$ cat config.mk
export PLATFORM = sky130hd
export DESIGN_NAME = shift_adder_sched
export DESIGN_NICKNAME = d
export VERILOG_FILES = /design/src/rtl/shift_adder_sched.sv
export SDC_FILE = /design/constraint.sdc
export NUM_CORES = 1
export LEC_CHECK = 0
export ABC_AREA = 0
export ABC_CLOCK_PERIOD_IN_PS = 4200
export BUFFER_PORTS_ARGS = -buffer_cell sky130_fd_sc_hd__buf_2
export CORE_MARGIN = 1
export CORE_UTILIZATION = 35
export DETAILED_ROUTE_END_ITERATION = 10
export PLACE_DENSITY = 0.75
export SLEW_MARGIN = 30
export SYNTH_ARGS = -nofsm -noshare
export SYNTH_HDL_FRONTEND = slang
export SYNTH_SLANG_ARGS = --single-unit
$ cat constraint.sdc
create_clock -name clk -period 4.2 [get_ports clk]
set_input_delay 1.05 -clock clk [delete_from_list [all_inputs] [get_ports clk]]
set_output_delay 1.05 -clock clk [all_outputs]
set_load 0.05 [all_outputs]
$ cat src/rtl/shift_adder_sched.sv
// Round-robin scheduler feeding one shared segmented, registered-carry adder.
// Operands are held for the full carry-settle time, then the sum goes out on a valid/ready channel.
module shift_adder_sched #(
    parameter  int W   = 16,
    parameter  int N   = 4,
    parameter  int R   = 4,
    localparam int IDW = $clog2(R)
) (
    input  logic             clk,
    input  logic             rst_n,
    input  logic [R-1:0]     req_valid,
    output logic [R-1:0]     req_ready,
    input  logic [R*W-1:0]   req_a,
    input  logic [R*W-1:0]   req_b,
    output logic [W-1:0]     add_a,
    output logic [W-1:0]     add_b,
    input  logic [W-1:0]     add_sum,
    output logic             rsp_valid,
    input  logic             rsp_ready,
    output logic [IDW-1:0]   rsp_id,
    output logic [W-1:0]     rsp_sum,
    output logic             busy
);
    localparam int S  = W / N;
    localparam int CW = $clog2(S + 1);

    if (W % N != 0) begin : g_bad_w
        $error("shift_adder_sched: W must be a multiple of N");
    end
    if (R < 2 || R > 16) begin : g_bad_r
        $error("shift_adder_sched: R must be in 2..16");
    end

    typedef enum logic [1:0] {IDLE, SETTLE, RESP} state_t;

    state_t         state, state_nxt;
    logic [IDW-1:0] rr_ptr;
    logic [IDW-1:0] id_q;
    logic [CW-1:0]  cnt;
    logic           grant_found;
    logic [IDW-1:0] grant_idx;

    // First valid requester at or above the pointer, wrapping.
    always_comb begin
        grant_found = 1'b0;
        grant_idx   = '0;
        for (int k = 0; k < R; k++) begin
            if (!grant_found && req_valid[(int'(rr_ptr) + k) % R]) begin
                grant_found = 1'b1;
                grant_idx   = IDW'((int'(rr_ptr) + k) % R);
            end
        end
    end

    always_comb begin
        state_nxt = state;
        req_ready = '0;
        busy      = (state != IDLE);
        case (state)
            IDLE: begin
                if (grant_found) begin
                    req_ready = R'(1) << grant_idx;
                    state_nxt = SETTLE;
                end
            end
            SETTLE: if (cnt == CW'(S)) state_nxt = RESP;
            RESP:   if (rsp_ready) state_nxt = IDLE;
            default: state_nxt = IDLE;
        endcase
    end

    always_ff @(posedge clk or negedge rst_n) begin
        if (!rst_n) begin
            state     <= IDLE;
            rr_ptr    <= '0;
            id_q      <= '0;
            cnt       <= '0;
            add_a     <= '0;
            add_b     <= '0;
            rsp_valid <= 1'b0;
            rsp_id    <= '0;
            rsp_sum   <= '0;
        end else begin
            state <= state_nxt;
            case (state)
                IDLE: begin
                    if (grant_found) begin
                        add_a  <= req_a[int'(grant_idx)*W +: W];
                        add_b  <= req_b[int'(grant_idx)*W +: W];
                        id_q   <= grant_idx;
                        rr_ptr <= (grant_idx == IDW'(R - 1)) ? '0 : grant_idx + IDW'(1);
                        cnt    <= '0;
                    end
                end
                SETTLE: begin
                    // Sum register is complete one edge before this capture; operands stay put meanwhile.
                    if (cnt == CW'(S)) begin
                        rsp_sum   <= add_sum;
                        rsp_id    <= id_q;
                        rsp_valid <= 1'b1;
                    end else begin
                        cnt <= cnt + CW'(1);
                    end
                end
                RESP: if (rsp_ready) rsp_valid <= 1'b0;
                default: ;
            endcase
        end
    end
endmodule

After elaboration in Yosys (flattened, before gate mapping)
Cells that the tools add are included.
{ "op_classes": {"add_sub_neg": 5, "multipliers": 0, "div_mod_pow": 0, "magnitude_cmp": 4, "n_eq_ne": 8, "shift": 3, "mux": 32, "n_bitwise": 3, "n_reduce_logical": 18} }
{ "op_table": {"columns": ["op", "n"], "rows": [
  ["variable part select 64 x 7 -> 16 bit", 2],
  ["two-way mux 2 bit", 8],
  ["two-way mux 1 bit", 13],
  ["< comparator 3 x 4 -> 1 bit, second input constant", 3],
  ["AND reduction 3 bit", 3],
  ["binary-select mux 1 bit (select 2 bit)", 4],
  ["two-way mux 4 bit", 2],
  ["inequality test 2 bit, second input constant", 4],
  ["two-way mux 3 bit", 2],
  ["one-hot mux 2 bit (3 select lines)", 1],
  ["one-hot mux 3 bit (2 select lines)", 1],
  ["nonzero test 2 bit", 3],
  ["OR reduction 2 bit", 3],
  ["adder 2 x 1 -> 2 bit, second input constant", 2],
  ["adder 2 bit, second input constant", 2],
  ["== test 2 bit, second input constant", 2],
  ["AND reduction 2 bit", 2],
  ["left shift 1 x 2 -> 4 bit, first input constant", 1],
  ["adder 3 x 1 -> 3 bit, second input constant", 1],
  ["AND 1 bit, first input constant", 3],
  ["== test 3 bit, second input constant", 1],
  ["logical AND 1 bit", 3],
  ["logical NOT 1 bit", 3],
  ["< comparator 2 x 3 -> 1 bit, second input constant", 1],
  ["other kinds (3)", 3]
]} }
{ "word_totals": {"ff_bits": 60, "latch_bits": 0, "ramBits": 0, "rom_bits": 0, "in_bits": 151, "out_inout_bits": 56, "word_cells": 82, "memories": 0} }

Longest topological paths before layout
Gate-level depths: netlist of run 1.
{ "logic_depth": {"ltp_word": 17, "ltp_mapped": 8} }

Least setup slack after synthesis of run 1
No wires, ideal clock.
{ "synth_timing": {"kind": "input to output", "start": "in req_valid[1]", "end": "out req_ready[1]", "arrival_ns": 2.544, "required_ns": 3.150, "setup_slack_ns": 0.606, "stages": 6, "n_path_buf": 1, "cell_sequence": "a21boi_0 o221ai_2 inv_2 clkbuf_1 nand2_1 nor2_1"} }
{ "synth_between": {"elab_chain_len": 15} }
{ "synth_lines": {"columns": ["item", "line_no", "source"], "rows": [
  ["start: declaration", "11", "input logic [R-1:0] req_valid,"],
  ["binary-select mux 1 bit (select 2 bit)", "48", "if (!grant_found && req_valid[(int'(rr_ptr) + k) % R]) begin"],
  ["two-way mux 1 bit (implied by the code)", "48", null],
  ["two-way mux 1 bit", "48", null],
  ["logical NOT 1 bit", "48", null],
  ["logical AND 1 bit", "48", null],
  ["two-way mux 1 bit", "48", null],
  ["logical NOT 1 bit", "48", null],
  ["logical AND 1 bit", "48", null],
  ["two-way mux 1 bit", "48", null],
  ["logical NOT 1 bit", "48", null],
  ["logical AND 1 bit", "48", null],
  ["two-way mux 2 bit", "48", null],
  ["left shift 1 x 2 -> 4 bit", "62", "req_ready = R'(1) << grant_idx;"],
  ["two-way mux 4 bit (*)", "61", "if (grant_found) begin"],
  ["two-way mux 4 bit (*)", "59", "case (state)"],
  ["end: declaration", "12", "output logic [R-1:0] req_ready,"]
]} }
Every way passes the cells marked *; elsewhere a longest branch is shown, timed or not. The select of a mux whose other input is x is not followed.

Worst setup path in the final report of run 1
Ends and elaborated chain as after synthesis.

==> out/metrics.csv, run 1 <==
metric,value,unit
CP arrival,2390,ps
Hold Startpoint,id_q[1],
H-tree level count,3,
Crit Path Max Fanout,12,
global-route wire length before repair,15300,um
Setup-failing EPs final,0,
R2R depth,6,
Crit-path slowest cell,a21boi_0,
1st-pass router iterations,6,
post-route minimum period,3440,ps
switching pwr,1930,uW
Setup crit start kind,primary input,
MaxCap Viol Count,0,
Compound-Gate Fraction of Synth Area,20.9,%
"Distinct cells, synth",31,
reg2reg start,rr_ptr[1],
cell mode on critical path,buf_2,
Power per Cell Area,807,nW/um2
Core Box Area,8890,um2
GRT Resource Usage Total,19.8,%
simple-gate area share of the yosys netlist,20.0,%
mux share of post-synthesis cell area,6.66,%
total vias in the final route,3518,
register clock-pin slew on the reported worst setup and hold paths,70,ps
Die W,98.6,um
Crit Path Class,in2out,
VDD IR max,0.593,mV
worst hold slack,481,ps
vias per cell,5.06,
Placer Congestion,0.838,
Syn Area/Cell,8.49,um2
Post-Syn Area,3270,um2
sequential share of power,27.5,%
Fin. Hold Viols,0,
share of layout cells above drive strength 1,42.9,%
initial DRC count,94,
n_diodes,0,
Root Buffer,clkbuf_8,
Num CTS Buffers,9,
CP Cell Sequence,buf_2 -> a21boi_0 -> o221ai_4 -> inv_2 -> nand2_1 -> nor2_1 -> buf_2,
Critical Path RT,3150,ps
Combinational Power Share,59.6,%
post-route clock skew,6.91,ps
Hold WC Path Type,reg2reg,
Ys Warns,0,
"wirelength, routed",9410,um
"most common cell after layout, fill and taps aside",buf_2,
register area share after synthesis,46.0,%
Post-CTS Setup Inserts,0,
sw frac,52.9,%
antenna violations before repair,0,
Synth Area in Adders,1.15,%
Final Cycle Share,81.9,%
combinational family with the most area after synthesis,compound AO/OA/AOI/OAI gates,
Post-Synth XOR/XNOR Area,0.268,%
Worst Slack Setup Final,761,ps
area grow syn2layout,38.8,%
RSZ-0062 raised after global routing,false,
# nets final,737,
grt total ovfl,0,
Residual DRC,0,
Slew @ Worst Pin,634,ps
cts-stage hold buffer count,0,
Pins Over Slew Limit,0,
cell area after layout,4540,um2
die height,98.6,um
Max clock buf depth,2,
status,finished clean,
vias in the first global route,3361,
TritonCTS clock tree,built,
Hold Crit Endpoint,id_q[1],
max incr delay on CP,320,ps
RR Endpoint,add_a[0],
Post-Syn Instances,385,
TNS Setup,0,ps
Leakage,0.00256,uW
Avg WL per Cell,13.5,um
clock power share,13.0,%
largest net degree at the start of global routing,65,
Synthesized Nets,539,
die area,9720,um2
slack of the worst reg-to-reg path,2110,ps
most frequent cells in the layout,"206 x buf_2, 142 x nand2_1, 64 x a21oi_1",
worst rel slew slack,57.7,%
placed inst area,4350,um2
Rows,34,
Max Clock Freq,291,MHz
Clock Latency Late Sink,340,ps
# clock sinks,60,
worst hold path cell count,2,
detailed placer's ending HPWL,6800,um
Starting Density,36.7,%
PortBufs,206,
Cell Int Power,1720,uW
post-route ant nets,0,
Place WS,757,ps
Critical Path Sink Type,primary output,
Yosys reg bits,60,
post_cts resized,0,
I/O pin count,207,
per-layer routing:
layer / GRT usage, % / vias to the layer above / part of all wire [%]
met5: 0 / - / 0
met1: 23.0 / 1646 / 44
met2: 35.4 / 157 / 47
li1: - / 1701 / -
met3: 4.11 / 14 / 7.2
met4: 8.73 / 0 / 2.0
cell type report:
cell class / instances / area, um2
clock buffer: 11 / 151
clock inverter: 4 / 25.0
fill: 806 / 4360
inverter: 6 / 22.5
multi-input combinational: 293 / 1620
sequential: 60 / 1500
tap: 108 / 135
timing repair buffer: 213 / 1080
registers in the layout (all words and copies together) (netlist names):
signal and cells:
add_b 16, state 2, add_a 16, rsp_id 2, rsp_valid 1, id_q 2
rsp_sum 16, cnt 3, rr_ptr 2
power by group through the flow:
stage | Sequential (uW) | Clock, uW | Combinational, uW
floorplan | 1830 | 0 | 851
global placement | 1010 | 0 | 2150
detailed placement | 1010 | 0 | 2190
CTS | 1010 | 492 | 2190
global route | 1040 | 511 | 2340
finish | 1010 | 474 | 2180
per-stage QoR:
| stage | utilization, % | power, uW | std cells |
|---|---|---|---|
| finish | 51.0 | 3660 | 695 |
| global route | 51.0 | 3890 | 695 |
| floorplan | - | 2680 | 385 |
| CTS | 51.0 | 3690 | 695 |
| detailed placement | 49.0 | 3200 | 680 |
| global placement | 49.0 | 3160 | 680 |
worst max-delay path by stage:
| stage | start | to | slack, ps | depth (start not counted) |
|---|---|---|---|---|
| finish | req_valid[1] | req_ready[1] | 760 | 7 |
| floorplan | req_valid[1] | req_ready[1] | 610 | 6 |
| global placement | req_valid[1] | req_ready[3] | 780 | 7 |
| CTS | req_valid[1] | req_ready[3] | 750 | 7 |
| global route | req_valid[1] | req_ready[1] | 660 | 7 |
| detailed placement | req_valid[1] | req_ready[3] | 760 | 7 |
synthesized netlist by cell type:
| master | n | area, um2 |
|---|---|---|
| a21oi_1 | 64 | 320 |
| and2_1 | 2 | 12.5 |
| inv_2 | 1 | 3.75 |
| nand2_1 | 142 | 533 |
| buf_4 | 1 | 7.51 |
| o221ai_2 | 1 | 15.0 |
| nand2b_1 | 2 | 12.5 |
| buf_2 | 15 | 75.1 |
| or2_2 | 1 | 6.26 |
| mux2_2 | 18 | 203 |
| a21o_1 | 1 | 7.51 |
| nor4_1 | 1 | 6.26 |
| or3b_1 | 1 | 8.76 |
| mux2_4 | 1 | 15.0 |
| nor2b_1 | 3 | 18.8 |
| ha_1 | 3 | 37.5 |
| nor2_1 | 6 | 22.5 |
| o21ai_0 | 4 | 20.0 |
| a21boi_0 | 2 | 15.0 |
| nand3_2 | 1 | 10.0 |
| o21bai_1 | 1 | 7.51 |
| buf_6 | 3 | 33.8 |
| xor2_1 | 1 | 8.76 |
| or2_1 | 1 | 6.26 |
| a221o_1 | 1 | 10.0 |
| clkbuf_1 | 7 | 26.3 |
| nand3_1 | 3 | 15.0 |
| dfrtp_1 | 60 | 1500 |
| inv_1 | 5 | 18.8 |
| o2bb2ai_1 | 1 | 8.76 |
| a211o_1 | 32 | 280 |
worst max-delay path, delay by kind of cell:
| kind | cells | cell delay [ps] |
|---|---|---|
| buffers and inverters | 3 | 590 |
| AOI/OAI and AO/OA | 2 | 490 |
| and+or+nand+nor | 2 | 260 |
cells by family (layout without fill, tap and decap cells):
family | Yosys count | in the layout
simple gates | 163 | 163
compound gates | 107 | 107
flops | 60 | 60
buf+inv | 32 | 234
mux | 19 | 19
fa+ha+maj | 3 | 3
xor+xnor | 1 | 1
Power figures use the tool's default switching activity.
==> run 2, diff against run 1 <==
ABC_AREA = 1   (was 0)
ABC_CLOCK_PERIOD_IN_PS = 3550   (was 4200)
PLACE_DENSITY = 0.7   (was 0.75)
clock period = 3.55 ns   (was 4.2 ns; I/O delays follow)
==> out/metrics.csv, run 2 <==
metric,value,unit,change
Setup crit start kind,primary input,,
1st-pass router iterations,4,,-2
post-route minimum period,3200,ps,
Pins Over Slew Limit,0,,unchanged
total vias in the final route,4772,,+36%
global-route wire length before repair,20700,um,+35%
RSZ-0062 raised after global routing,false,,
Synth top area share,34.5,%,-12 points
vias in the first global route,4573,,+36%
Die W,114,um,+15%
Synth Area in Adders,0.861,%,-0.29 points
Crit Path Max Fanout,8,,-4
PortBufs,206,,unchanged
Fill cells,1286,,+60%
area grow syn2layout,31.3,%,
Max Clock Freq,312,MHz,
max incr delay on CP,270,ps,-50 ps
worst setup path endpoint,req_ready[3],,
R2R depth,12,,+6
reg2reg start,rr_ptr[0],,
Clock Latency Late Sink,320,ps,-20 ps
largest registers,"add_a: 16 flops, add_b: 16 flops, rsp_sum: 16 flops",,
CP Cell Sequence,buf_2 -> inv_1 -> nand2_1 -> nand3_1 -> nand2_2 -> nor2_4 -> nand3_1 -> nand3_2 -> ha_1 -> inv_1 -> nor2_1 -> buf_2,,
H-tree level count,3,,unchanged
Crit-path slowest cell,buf_2,,
MaxCap Viol Count,0,,unchanged
clock power share,11.5,%,-1.5 points
Register Area,1500,um2,unchanged
Post-Synth XOR/XNOR Area,0.201,%,-0.067 points
Crit Path Class,in2out,,
cts-stage hold buffer count,0,,unchanged
Root Buffer,clkbuf_16,,
Residual DRC,0,,unchanged
mux share of post-synthesis cell area,4.39,%,-2.3 points
Max clock buf depth,2,,unchanged
switching pwr,4060,uW,+110%
Yosys reg bits,60,,unchanged
die area,12900,um2,+33%
"EDFF count, synth",0,,unchanged
I/O pin count,207,,unchanged
TritonCTS clock tree,built,,
grt total ovfl,0,,unchanged
area occupied by multi-input gates,2060,um2,+27%
register area share after synthesis,34.5,%,-12 points
# clock sinks,60,,unchanged
sw frac,58.1,%,+5.3 points
Critical Path RT,2660,ps,-490 ps
Setup-failing EPs final,0,,unchanged
VDD IR max,0.492,mV,-17%
Cell Int Power,2920,uW,+69%
CP arrival,2320,ps,-70 ps
initial DRC count,252,,+170%
Critical Path Sink Type,primary output,,
post-route clock skew,7.65,ps,+0.744 ps
Ys Warns,0,,unchanged
vias per cell,4.64,,-8.3%
"wirelength, routed",12400,um,+31%
Slew @ Worst Pin,687,ps,+53.2 ps
slack of the worst reg-to-reg path,1160,ps,-950 ps
share of layout cells above drive strength 1,30.9,%,-12 points
"FFs w/ async S/R, synth",100,%,unchanged
post-route ant nets,0,,unchanged
simple-gate area share of the yosys netlist,40.4,%,+20 points
Num CTS Buffers,9,,unchanged
most frequent cells in the layout,"232 x nand2_1, 206 x buf_2, 142 x inv_1",,
die height,114,um,+15%
Fin. Hold Viols,0,,unchanged
largest cells by area after synthesis,"dfrtp_1 34%, nand2_1 20%, inv_1 12%",,
Synthesized Nets,824,,+53%
post_cts resized,0,,unchanged
Combinational Power Share,71.1,%,+12 points
worst hold slack,473,ps,-7.83 ps
total power,6980,uW,+91%
Post-Syn Instances,670,,+74%
largest net degree at the start of global routing,65,,unchanged
RR Endpoint,add_b[4],,
Avg WL per Cell,12.0,um,-11%
status,finished clean,,
worst rel slew slack,54.2,%,-3.5 points
"Distinct cells, synth",23,,-26%
detailed placer's ending HPWL,8750,um,+29%
sequential share of power,17.5,%,-10 points
Core Box Area,12100,um2,+36%
"Top FF cell, synth",dfrtp_1,,
Leakage,0.00361,uW,+41%
Compound-Gate Fraction of Synth Area,1.12,%,-20 points
most frequent cells after synthesis,"233 x nand2_1, 142 x inv_1, 75 x nand3_1, 64 x nand4_1, 60 x dfrtp_1",,
TNS Setup,0,ps,unchanged
Final Util,47.4,%,-3.6 points
Placer Congestion,0.799,,-4.6%
Syn Area/Cell,6.50,um2,-23%
post-synth top area cell,dfrtp_1,,
Hold WC Path Type,reg2reg,,
Setup crit start,req_valid[3],,
Post-CTS Setup Inserts,0,,unchanged
Post-Syn Area,4360,um2,+33%
register clock-pin slew on the reported worst setup and hold paths,50,ps,-20 ps
Final Cycle Share,90.3,%,
"count leader, synth",nand2_1,,
antenna violations before repair,0,,unchanged
Power per Cell Area,1220,nW/um2,+51%
Starting Density,36.1,%,-0.61 points
# nets final,1009,,+37%
GRT Resource Usage Total,19.9,%,+0.056 points
n_diodes,0,,unchanged
Rows,40,,+18%
"most common cell after layout, fill and taps aside",nand2_1,,
combinational family with the most area after synthesis,simple AND/OR/NAND/NOR gates,,
[run 2: worst min path at each step]
| stage | from | endpoint | slack [ps] | depth (start not counted) |
|---|---|---|---|---|
| 2_1_floorplan | id_q[0] | id_q[0] | 460 | 1 |
| 3_5_place_dp | add_a[7] | add_a[7] | 460 | 2 |
| 6_report | add_a[8] | add_a[8] | 470 | 2 |
| 4_1_cts | add_a[7] | add_a[7] | 470 | 2 |
| 3_3_place_gp | add_a[14] | add_a[14] | 460 | 2 |
| 5_1_grt | add_a[12] | add_a[12] | 490 | 2 |
[run 2: through the flow]
step                cells  area (um2)  worst slack (ps)
floorplan             670        4360              53.3
global placement     1012        5440               365
detailed placement   1012        5440               347
CTS                  1028        5720               341
global route         1028        5720               158
finish               1028        5720               345
[run 2: logic make-up after synthesis]
family / after synthesis
AO/OA/AOI/OAI: 9
XOR/XNOR: 1
adder cells (fa/ha/maj): 3
buffers and inverters: 190
flip-flops: 60
multiplexers: 17
AND/OR/NAND/NOR: 390
[run 2: critical path, delay by kind of cell]
family | cells | cell delay [ps]
fa+ha+maj | 1 | 180
simple gates | 7 | 780
buf+inv | 4 | 470
[run 2: power groups by stage]
stage                     combinational, uW  clock [uW]  sequential [uW]
after global placement                 4930           0             1220
after detailed placement               4970           0             1220
after floorplan                        3050           0             2190
after global routing                   5500         859             1260
after CTS                              4980         828             1220
final                                  4960         800             1220
[run 2: layer usage]
layer	vias to the layer above	GRT usage (%)	wire length (um)	share of wire, %
li1	2444	-	-	-
met1	2134	22.7	5350	43
met2	172	35.9	5890	48
met3	22	5.05	904	7.3
met4	0	6.93	230	1.9
met5	-	0	0	0
[run 2: layout make-up]
| class | instances | share of cell area, % |
|---|---|---|
| well taps | 168 | 3.67 |
| clock buffers | 9 | 3.94 |
| multi-input cells | 420 | 36.0 |
| inverters | 146 | 9.67 |
| clock inverters | 7 | 0.918 |
| repair buffers | 218 | 19.6 |
| flip-flops and latches | 60 | 26.2 |
==> run 3, diff against run 2 <==
--- a/config.mk
+++ b/config.mk
@@ -6,11 +6,11 @@
 export NUM_CORES = 1
 export LEC_CHECK = 0
-export ABC_AREA = 1
 export ABC_CLOCK_PERIOD_IN_PS = 3550
 export BUFFER_PORTS_ARGS = -buffer_cell sky130_fd_sc_hd__buf_2
 export CORE_MARGIN = 1
 export CORE_UTILIZATION = 35
+export CTS_BUF_LIST = sky130_fd_sc_hd__clkbuf_8
 export DETAILED_ROUTE_END_ITERATION = 10
-export PLACE_DENSITY = 0.7
+export PLACE_DENSITY = 0.75
 export SLEW_MARGIN = 30
 export SYNTH_ARGS = -nofsm -noshare
==> constraint.sdc (replaced) <==
create_clock -name clk -period 3.55 [get_ports clk]
set_input_delay 0.8875 -clock clk [delete_from_list [all_inputs] [get_ports clk]]
set_output_delay 0.8875 -clock clk [all_outputs]
set_load 0.02 [all_outputs]
==> out/metrics.csv, run 3 (synthesis gave the netlist of run 1 again) <==
metric,value,unit,change
status,finished clean,,
die height,98.6,um,-13%
PortBufs,206,,unchanged
I/O pin count,207,,unchanged
Final Util,51.0,%,+3.5 points
Core Box Area,8890,um2,-26%
Placer Congestion,0.832,,+4.2%
Combinational Power Share,51.9,%,-19 points
Clock Latency Late Sink,330,ps,about the same
TritonCTS clock tree,built,,
GRT Resource Usage Total,20.2,%,+0.33 points
Final Cycle Share,86.3,%,-4.0 points
Num CTS Buffers,9,,unchanged
sequential share of power,32.9,%,+15 points
Fin. Hold Viols,0,,unchanged
Critical Path Sink Type,primary output,,
switching pwr,1600,uW,-61%
grt total ovfl,0,,unchanged
CP arrival,2170,ps,-150 ps
VDD IR max,0.545,mV,+11%
share of layout cells above drive strength 1,42.8,%,+12 points
largest registers,"add_a: 16 flops, add_b: 16 flops, rsp_sum: 16 flops",,
die area,9720,um2,-25%
Avg WL per Cell,13.8,um,+15%
worst rel slew slack,35.5,%,-19 points
Place WS,466,ps,+120 ps
area occupied by multi-input gates,1610,um2,-22%
clock power share,15.2,%,+3.7 points
vias per cell,5.04,,+8.6%
total vias in the final route,3503,,-27%
sw frac,44.0,%,-14 points
Setup-failing EPs final,0,,unchanged
# clock sinks,60,,unchanged
global-route wire length before repair,15700,um,-24%
# nets final,737,,-27%
post-route minimum period,3060,ps,-142 ps
Max clock buf depth,2,,unchanged
most frequent cells in the layout,"206 x buf_2, 142 x nand2_1, 64 x a21oi_1",,
Cell Int Power,2040,uW,-30%
register clock-pin slew on the reported worst setup and hold paths,60,ps,about the same
"most common cell after layout, fill and taps aside",buf_2,,
Fill cells,861,,-33%
Crit Path Class,in2out,,
Register Area,1500,um2,unchanged
post_cts resized,0,,unchanged
Hold WC Path Type,reg2reg,,
detailed placer's ending HPWL,7070,um,-19%
area grow syn2layout,38.7,%,
cts-stage hold buffer count,0,,unchanged
worst hold slack,479,ps,+6.54 ps
Leakage,0.00256,uW,-29%
Crit Path Max Fanout,14,,+6
largest net degree at the start of global routing,65,,unchanged
initial DRC count,89,,-65%
n_diodes,0,,unchanged
Rows,34,,-15%
Pins Over Slew Limit,0,,unchanged
Max Clock Freq,327,MHz,+4.6%
MaxCap Viol Count,0,,unchanged
vias in the first global route,3499,,-23%
Post-CTS Setup Inserts,0,,unchanged
1st-pass router iterations,4,,unchanged
H-tree level count,3,,unchanged
Power per Cell Area,804,nW/um2,-34%
TNS Setup,0,ps,unchanged
Residual DRC,0,,unchanged
post-route ant nets,0,,unchanged
Critical Path RT,2660,ps,about the same
"wirelength, routed",9590,um,-22%
cell area after layout,4530,um2,-21%
Root Buffer,clkbuf_8,,
Worst Slack Setup Final,488,ps,+142 ps
antenna violations before repair,0,,unchanged
Die W,98.6,um,-13%
post-route clock skew,9.19,ps,+1.54 ps
Setup crit start kind,primary input,,
Starting Density,36.7,%,+0.61 points
placed inst area,4350,um2,-20%
RSZ-0062 raised after global routing,false,,
Slew @ Worst Pin,964,ps,+277 ps
## run 3: cell types whose count changed in the layout (fill, tap and decap cells not counted), moves of 4 or more
cell | previous run | this run
nand2_1 | 232 | 142
nand3_1 | 74 | 3
clkbuf_8 | 0 | 11
a211o_1 | 0 | 32
nand4_1 | 64 | 0
a21oi_1 | 0 | 64
buf_4 | 12 | 7
clkbuf_16 | 9 | 0
inv_1 | 142 | 5
nand2_2 | 4 | 0
nand3_2 | 5 | 1
## run 3: metal layers
metal	vias up	part of all wire [%]	global-route usage (%)	wire length, um
met5	-	0	0	0
met4	0	0.93	5.97	89
met3	11	7.3	6.10	698
met2	149	50	36.9	4790
met1	1638	42	22.7	4020
li1	1705	-	-	-
## run 3: critical path: stages
cell	delay, ps
buf_2	120
a21boi_0	320
o221ai_4	170
inv_2	230
ha_1	180
and2_1	100
buf_2	160
## run 3: area by class of cell
type	instances	area share, %
Sequential cell	60	33.1
Inverter	6	0.497
Clock inverter	4	0.552
Timing Repair Buffer	213	23.9
Multi-Input combinational cell	293	35.6
Clock buffer	11	3.34
Tap cell	108	2.98
## run 3: final timing paths
kind	from	end	cells after the start	slack [ps]
max	req_valid[1]	req_ready[3]	7	490
min	add_b[14]	add_b[14]	1	480
max reg2reg	rr_ptr[1]	add_a[0]	6	1480
min reg2reg	add_b[14]	add_b[14]	1	480
max in group asynchronous	rst_n	add_a[10]	2	2120
min in group asynchronous	rst_n	rsp_sum[14]	1	520
## run 3: power groups by stage
stage	Sequential [uW]	Combinational [uW]	Clock (uW)
after floorplan	1530	974	0
after global placement	1190	1870	0
after detailed placement	1200	1910	0
after CTS	1200	1920	580
after global routing	1240	2080	608
final	1200	1890	555
## run 3: metrics by stage
step / cells / total power, uW
finish: 695 / 3640
global route: 695 / 3930
CTS: 695 / 3700
detailed placement: 680 / 3120
global placement: 680 / 3050
floorplan: 385 / 2510
